$ cat src/rtl/priority_vector_rebuilder_pkg.sv
// ============================================================================
// Module   : priority_vector_rebuilder_pkg
// Brief    : Shared widths, output-state encoding and position-to-mask helper.
// Revision : 1.0
// ============================================================================
`default_nettype none

package priority_vector_rebuilder_pkg;

  localparam int PVR_W  = 8;
  localparam int PVR_PW = $clog2(PVR_W);

  typedef enum logic [0:0] {
    ST_EMPTY = 1'b0,
    ST_FULL  = 1'b1
  } out_state_e;

  function automatic logic [PVR_W-1:0] pos_to_onehot(input logic [PVR_PW-1:0] pos);
    logic [PVR_W-1:0] v;
    v = '0;
    v[pos] = 1'b1;
    return v;
  endfunction

endpackage

`default_nettype wire

$ cat src/rtl/priority_vector_rebuilder_pos_onehot_decoder.sv
// ============================================================================
// Module   : pos_onehot_decoder
// Brief    : Combinational bit-position to one-hot mask decoder.
// Revision : 1.0
// ============================================================================
`default_nettype none

module pos_onehot_decoder #(
  parameter int W  = 8,
  parameter int PW = 3
) (
  input  logic [PW-1:0] i_pos,
  output logic [W-1:0]  o_onehot
);

  for (genvar gi = 0; gi < W; gi++) begin : g_bits
    assign o_onehot[gi] = (i_pos == PW'(gi));
  end

endmodule

`default_nettype wire

$ cat src/rtl/priority_vector_rebuilder.sv
// ============================================================================
// Module   : priority_vector_rebuilder
// Brief    : Rebuilds a bit vector from a stream of ascending set-bit positions.
// Revision : 1.0
// ============================================================================
`default_nettype none

module priority_vector_rebuilder
  import priority_vector_rebuilder_pkg::*;
#(
  parameter int W  = PVR_W,
  parameter int PW = PVR_PW
) (
  input  logic          clk,
  input  logic          reset,
  input  logic          in_valid,
  output logic          in_ready,
  input  logic [PW-1:0] in_pos,
  input  logic          in_last,
  input  logic          in_none,
  output logic          out_valid,
  input  logic          out_ready,
  output logic [W-1:0]  out_vec,
  output logic          out_err
);

  logic [W-1:0]  w_pos_onehot;
  logic [W-1:0]  w_bit;
  logic          w_accept;
  logic          w_out_fire;
  logic          w_order_err;
  out_state_e    w_state_nxt;

  logic [W-1:0]  r_acc;
  logic          r_err_acc;
  logic          r_first;
  logic [PW-1:0] r_prev_pos;
  logic [W-1:0]  r_out_vec;
  logic          r_out_err;
  out_state_e    r_state;

  pos_onehot_decoder #(
    .W  (W),
    .PW (PW)
  ) u_dec (
    .i_pos    (in_pos),
    .o_onehot (w_pos_onehot)
  );

  assign out_valid  = (r_state == ST_FULL);
  assign out_vec    = r_out_vec;
  assign out_err    = r_out_err;
  assign in_ready   = !out_valid || out_ready;
  assign w_accept   = in_valid && in_ready;
  assign w_out_fire = out_valid && out_ready;
  assign w_bit      = in_none ? '0 : w_pos_onehot;
  // Positions must strictly increase within a vector; a none beat carries no position.
  assign w_order_err = !r_first && !in_none && (in_pos <= r_prev_pos);

  always_comb begin
    w_state_nxt = r_state;
    case (r_state)
      ST_EMPTY: if (w_accept && in_last) w_state_nxt = ST_FULL;
      ST_FULL:  if (w_out_fire && !(w_accept && in_last)) w_state_nxt = ST_EMPTY;
      default:  w_state_nxt = ST_EMPTY;
    endcase
  end

  always_ff @(posedge clk) begin
    if (reset) begin
      r_state    <= ST_EMPTY;
      r_acc      <= '0;
      r_err_acc  <= 1'b0;
      r_first    <= 1'b1;
      r_prev_pos <= '0;
      r_out_vec  <= '0;
      r_out_err  <= 1'b0;
    end else begin
      r_state <= w_state_nxt;
      if (w_accept) begin
        if (in_last) begin
          r_out_vec <= in_none ? '0 : (r_acc | w_pos_onehot);
          r_out_err <= r_err_acc | w_order_err | (in_none && !r_first);
          r_acc     <= '0;
          r_err_acc <= 1'b0;
          r_first   <= 1'b1;
        end else begin
          r_acc   <= r_acc | w_bit;
          r_first <= 1'b0;
          if (!in_none) r_prev_pos <= in_pos;
          if (w_order_err || in_none) r_err_acc <= 1'b1;
        end
      end
    end
  end

endmodule

`default_nettype wire

$ cat config.mk
export PLATFORM = sky130hd
export DESIGN_NAME = priority_vector_rebuilder
export DESIGN_NICKNAME = d
export VERILOG_FILES = /design/src/rtl/priority_vector_rebuilder_pkg.sv /design/src/rtl/priority_vector_rebuilder_pos_onehot_decoder.sv /design/src/rtl/priority_vector_rebuilder.sv
export SDC_FILE = /design/constraint.sdc
export NUM_CORES = 1
export LEC_CHECK = 0
export BUFFER_PORTS_ARGS = -buffer_cell sky130_fd_sc_hd__buf_2
export CAP_MARGIN = 20
export CORE_UTILIZATION = 40
export CTS_CLUSTER_DIAMETER = 120
export DETAILED_ROUTE_END_ITERATION = 8
export SLEW_MARGIN = 20
export SYNTH_ARGS = -nofsm -noshare
export SYNTH_HDL_FRONTEND = slang
export SYNTH_SLANG_ARGS = --single-unit
$ cat constraint.sdc
create_clock -name clk -period 1.99 [get_ports clk]
set_input_delay 0.2985 -clock clk [delete_from_list [all_inputs] [get_ports clk]]
set_output_delay 0.2985 -clock clk [all_outputs]
set_load 0.005 [all_outputs]
== Word-level counts from Yosys, hierarchy flattened ==
Cells that the tools add are included.

* $lt $le $gt $ge: 1
* Equal/unequal tests: 7
* Multiplexer cells: 9
* Bitwise gates (word level): 7
* Reductions and logical operators: 18

{| class="wikitable"
|+ Operator list
! operator !! number
|-
| $mux W8 || 3
|-
| $or A8 B8 Y8 || 2
|-
| $eq A3 B3 Y1 const B || 4
|-
| $logic_and A1 B1 Y1 || 7
|-
| $eq A3 B2 Y1 const B || 2
|-
| $mux W1 || 5
|-
| $logic_not A1 Y1 || 4
|-
| $reduce_and A2 Y1 || 2
|-
| $eq A3 B1 Y1 const B || 1
|-
| $le A3 B3 Y1 || 1
|-
| $logic_not A3 Y1 || 1
|-
| $not A1 Y1 || 3
|-
| $reduce_and A3 Y1 || 1
|-
| $logic_or A1 B1 Y1 || 2
|-
| $or A1 B1 Y1 || 2
|-
| $pmux W1 S2 || 1
|-
| $reduce_bool A2 Y1 || 1
|}

* Bits in registers: 23
* Input port bits: 9
* Output and inout port bits: 11
* Word-level logic and storage cells: 49

== Longest topological paths before layout ==
* Depth after elaboration: 8
* Mapped depth: 7
* Gate-level depth less buffers: 6

== Modules after synthesis ==
From an unflattened synthesis, not the netlist that was laid out.

* Cell total of the unflattened synthesis: 112
* Area total of the unflattened synthesis: 1014.7 um^2

{| class="wikitable"
|+ Modules (own cells, without submodules)
! module !! times used !! cells each !! area an instance (um^2) !! seq. area each (um^2)
|-
| priority_vector_rebuilder || 1 || 104 || 949.7 || 460.4
|-
| pos_onehot_decoder || 1 || 8 || 65.1 || 0.0
|}

== Worst setup path before layout ==
OpenSTA, ideal clock, no wires.

* Path type: input -> register
* Start: in in_pos[0]
* End: reg r_out_err, in the netlist out_err
* Library setup time: 0.134 ns
* Arrival: 1.216 ns
* Data required time: 1.856 ns
* Slack: 0.640 ns
* Cell stages on the path: 7
* Buffers on the path: 1
* Cell sequence: buf_2 > inv_1 > ha_1 > nand3_1 > o21ai_0 > o31ai_1 > a211oi_1

* Cells in the longest elaborated chain, start to end: 4

{| class="wikitable"
|+ RTL lines
! element !! line !! text
|-
| start, declared || priority_vector_rebuilder.sv:18 || <nowiki>input logic [PW-1:0] in_pos,</nowiki>
|-
| $le A3 B3 Y1 || priority_vector_rebuilder.sv:58 || <nowiki>assign w_order_err = !r_first && !in_none && (in_pos <= r_prev_pos);</nowiki>
|-
| $logic_and A1 B1 Y1 || priority_vector_rebuilder.sv:58 ||
|-
| $or A1 B1 Y1 (2 in a row) || priority_vector_rebuilder.sv:83 || <nowiki>r_out_err <= r_err_acc | w_order_err | (in_none && !r_first);</nowiki>
|-
| end signal, assigned || priority_vector_rebuilder.sv:83 ||
|-
| end, declared || priority_vector_rebuilder.sv:39 || <nowiki>logic r_out_err;</nowiki>
|}

No other way between the ends.
A chain may end at the register's enable or synchronous reset.

== Final worst setup path ==
* Start: reg r_state, in the netlist out_valid
* End: out in_ready

* Cells in the longest elaborated chain, start to end: 2

{| class="wikitable"
|+ RTL lines
! element !! line !! text
|-
| start, declared || priority_vector_rebuilder.sv:40 || <nowiki>out_state_e r_state;</nowiki>
|-
| start signal, assigned || priority_vector_rebuilder.sv:79 || <nowiki>r_state <= w_state_nxt;</nowiki>
|-
| $logic_not A1 Y1 || priority_vector_rebuilder.sv:53 || <nowiki>assign in_ready = !out_valid || out_ready;</nowiki>
|-
| $logic_or A1 B1 Y1 || priority_vector_rebuilder.sv:53 ||
|-
| end, declared || priority_vector_rebuilder.sv:17 || <nowiki>output logic in_ready,</nowiki>
|}

No other way between the ends.

==> results.md <==
* Status: finished, final reports clean
* IO Count at 20
* Final instance area at 0.00117 mm²
* Antenna violations before repair at 0
* Worst R2R Setup Slack at 0.61 ns
* Finished Core Util at 47.2%
* Power Total at 0.000797 W
* Hold Path Depth at 4
* TritonCTS Buffers at 3
* Fin. Hold Viols at 0
* Sequential element share of the synthesized area at 43.9%
* Tmin final at 1.38 ns
* Post-Place Cell Area at 0.00114 mm²
* Post-synthesis xor/xnor area fraction at 0%
* Syn-to-layout area delta at 11.3%
* Clock Sinks at 23
* WP data arrival at 1.08 ns
* Die W at 53.2 µm
* Syn Inst Count at 116
* Least-Margin Pin Slew at 0.505 ns
* H-tree levels at 1
* FF-to-FF path depth at 5
* Final worst path period share at 69.4%
* Synth top cells by count: 23 x dfxtp_1, 20 x nor2_1, 11 x o21ai_0, 7 x inv_1, 5 x a21oi_1
* Area of the core at 0.00248 mm²
* Post-synthesis mux area share at 2.86%
* CTS root buf: clkbuf_4
* Critical path class: reg2out
* Final wirelength at 2.06 mm
* Share of post-route cells with drive strength above 1 at 25.0%
* Clk_lat worst skew at 0.31 ns
* Setup Fix Bufs, Post-CTS at 0
* Slew HR at 66.3%
* Remaining DRCs at 0
* WL/cell at 12.7 µm
* IO Port Bufs at 19
* CTS tree: built
* Vias/cell at 5.39
* Ys Warns at 0
* Deepest clock path buffer count at 2
* ANT nets after route at 0
* Worst hold endpoint: out_valid
* Iter 0 DRT Violations at 23
* Initial core utilization at 42.4%
* Worst EP required at 1.69 ns
* Most numerous cell in the Yosys netlist: dfxtp_1
* Top cell type's share of synthesized area at 43.9%
* Rows at 18
* Vias in the first global route at 716
* Post-CTS Resized at 0
* VDD IR max at 0.361 mV
* Adder-cell share of the synthesized area at 3.58%
* Yosys top cell by area: dfxtp_1
* Simple-gate share of the synthesized area at 24.7%
* Die Area at 0.00283 mm²
* Via count at 873
* Leak pwr at 0.465 nW
* FF+latch count, synth at 23
* Clk slew on worst S/H paths at 0.12 ns
* Mapped Area at 0.00105 mm²
* RSZ-0062 raised after global routing: false
* Yosys cell types at 32
* Min-delay worst type: in2reg
* Reg2reg start: r_prev_pos[1]
* GPL Wtd Cong at 0.744
* Post-synth ARST share at 0%
* Synth Area in Compound Gates at 18.0%
* R2R Path End: r_err_acc
* Fmax at 0.724 GHz
* Die H at 53.2 µm
* Startpoint Class: flop
* EDFF count, synth at 0
* Diodes inserted at 0
* Final #Nets at 145
* Total grt overflow at 0
* Fin Setup TNS at 0 ns
* Hold wc startpoint: out_ready
* Combinational family with the most area after synthesis: simple AND/OR/NAND/NOR gates
* Syn_nets at 128
* First drt pass iteration count at 5
* Pin count of the biggest net entering global routing at 24
* Syn avg cell area at 9.05 µm²
* Ranking of synthesized cells by area: dfxtp_1 44%, nor2_1 7.2%, o21ai_0 5.2%
* Crit end category: output pin
* Post-DP HPWL at 1.46 mm
* Max Slew Vio Count at 0
* Max Cap Viol at 0
* CTS Hold Buffers Added at 0
* Maximum fanout along the worst path at 6
* Synth Flop Type: dfxtp_1
* Pwr/cell area at 682 mW/mm²
* Endpoints failing setup at 0
* GR Util All Layers at 16.4%
* Worst Skew at 0.00571 ns
* First-pass GRT wire length at 3.31 mm
==> cell type report <==
| type | instances | area [µm²] |
|---|---|---|
| inverter | 8 | 32.5 |
| tap | 30 | 37.5 |
| fill | 249 | 1310 |
| clock buffer | 3 | 22.5 |
| clock inverter | 1 | 5.00 |
| timing repair buffer | 19 | 95.1 |
| multi-input combinational | 78 | 515 |
| sequential | 23 | 460 |
==> metrics by stage <==
stage               instances  setup WS [ns]  hold slack, ns
floorplan                 116          0.640           0.435
global placement          158          0.526           0.448
detailed placement        158          0.521           0.449
CTS                       162          0.589           0.299
global route              162          0.433           0.306
finish                    162          0.608           0.305
==> power by group <==
| group | total (W) | internal (W) | switching (W) |
|---|---|---|---|
| registers | 0.000477 | 0.000471 | 0.00000550 |
| logic | 0.000104 | 0.0000408 | 0.0000628 |
| clock network | 0.000216 | 0.0000750 | 0.000141 |
| total | 0.000797 | 0.000587 | 0.000210 |
==> logic make-up after synthesis <==
logic type	count (synthesis)
flops	23
fa+ha+maj	3
compound gates	30
mux	3
simple gates	42
buf+inv	15
==> worst max path at each step <==
stage / from / end / slack, ns / depth (start not counted)
global route: out_valid / r_acc[2] / 0.43 / 5
finish: out_valid / in_ready / 0.61 / 3
detailed placement: in_pos[1] / r_err_acc / 0.52 / 5
floorplan: in_pos[0] / out_err / 0.64 / 7
global placement: in_pos[1] / r_err_acc / 0.53 / 5
CTS: out_valid / out_err / 0.59 / 5
==> layout by cell type (no fill, tap or decap), drive strengths merged, types with 4 or more instances in the layout <==
master,count
a21oi,5
buf,19
dfxtp,23
inv,8
nand3b,4
nor2,20
nor4,4
o21ai,11
==> flip-flops by register name, indices dropped and copies added (netlist names) <==
register / count
out_err: 1
out_valid: 1
out_vec: 8
r_acc: 8
r_err_acc: 1
r_first: 1
r_prev_pos: 3
==> per-layer routing <==
layer / track usage [%] / routed length [µm] / vias up
met1: 23.6 / 1120 / 408
met5: 0 / 0 / -
met2: 23.8 / 856 / 21
met3: 2.59 / 65 / 4
met4: 6.58 / 23 / 0
li1: - / - / 440
==> critical path, cell delays in order, from the launching register on <==
cell and delay [ns]:
dfxtp_1 0.35, nor2b_4 0.24, inv_4 0.07, buf_2 0.13
Note: power is estimated with default switching activity, not from simulation.
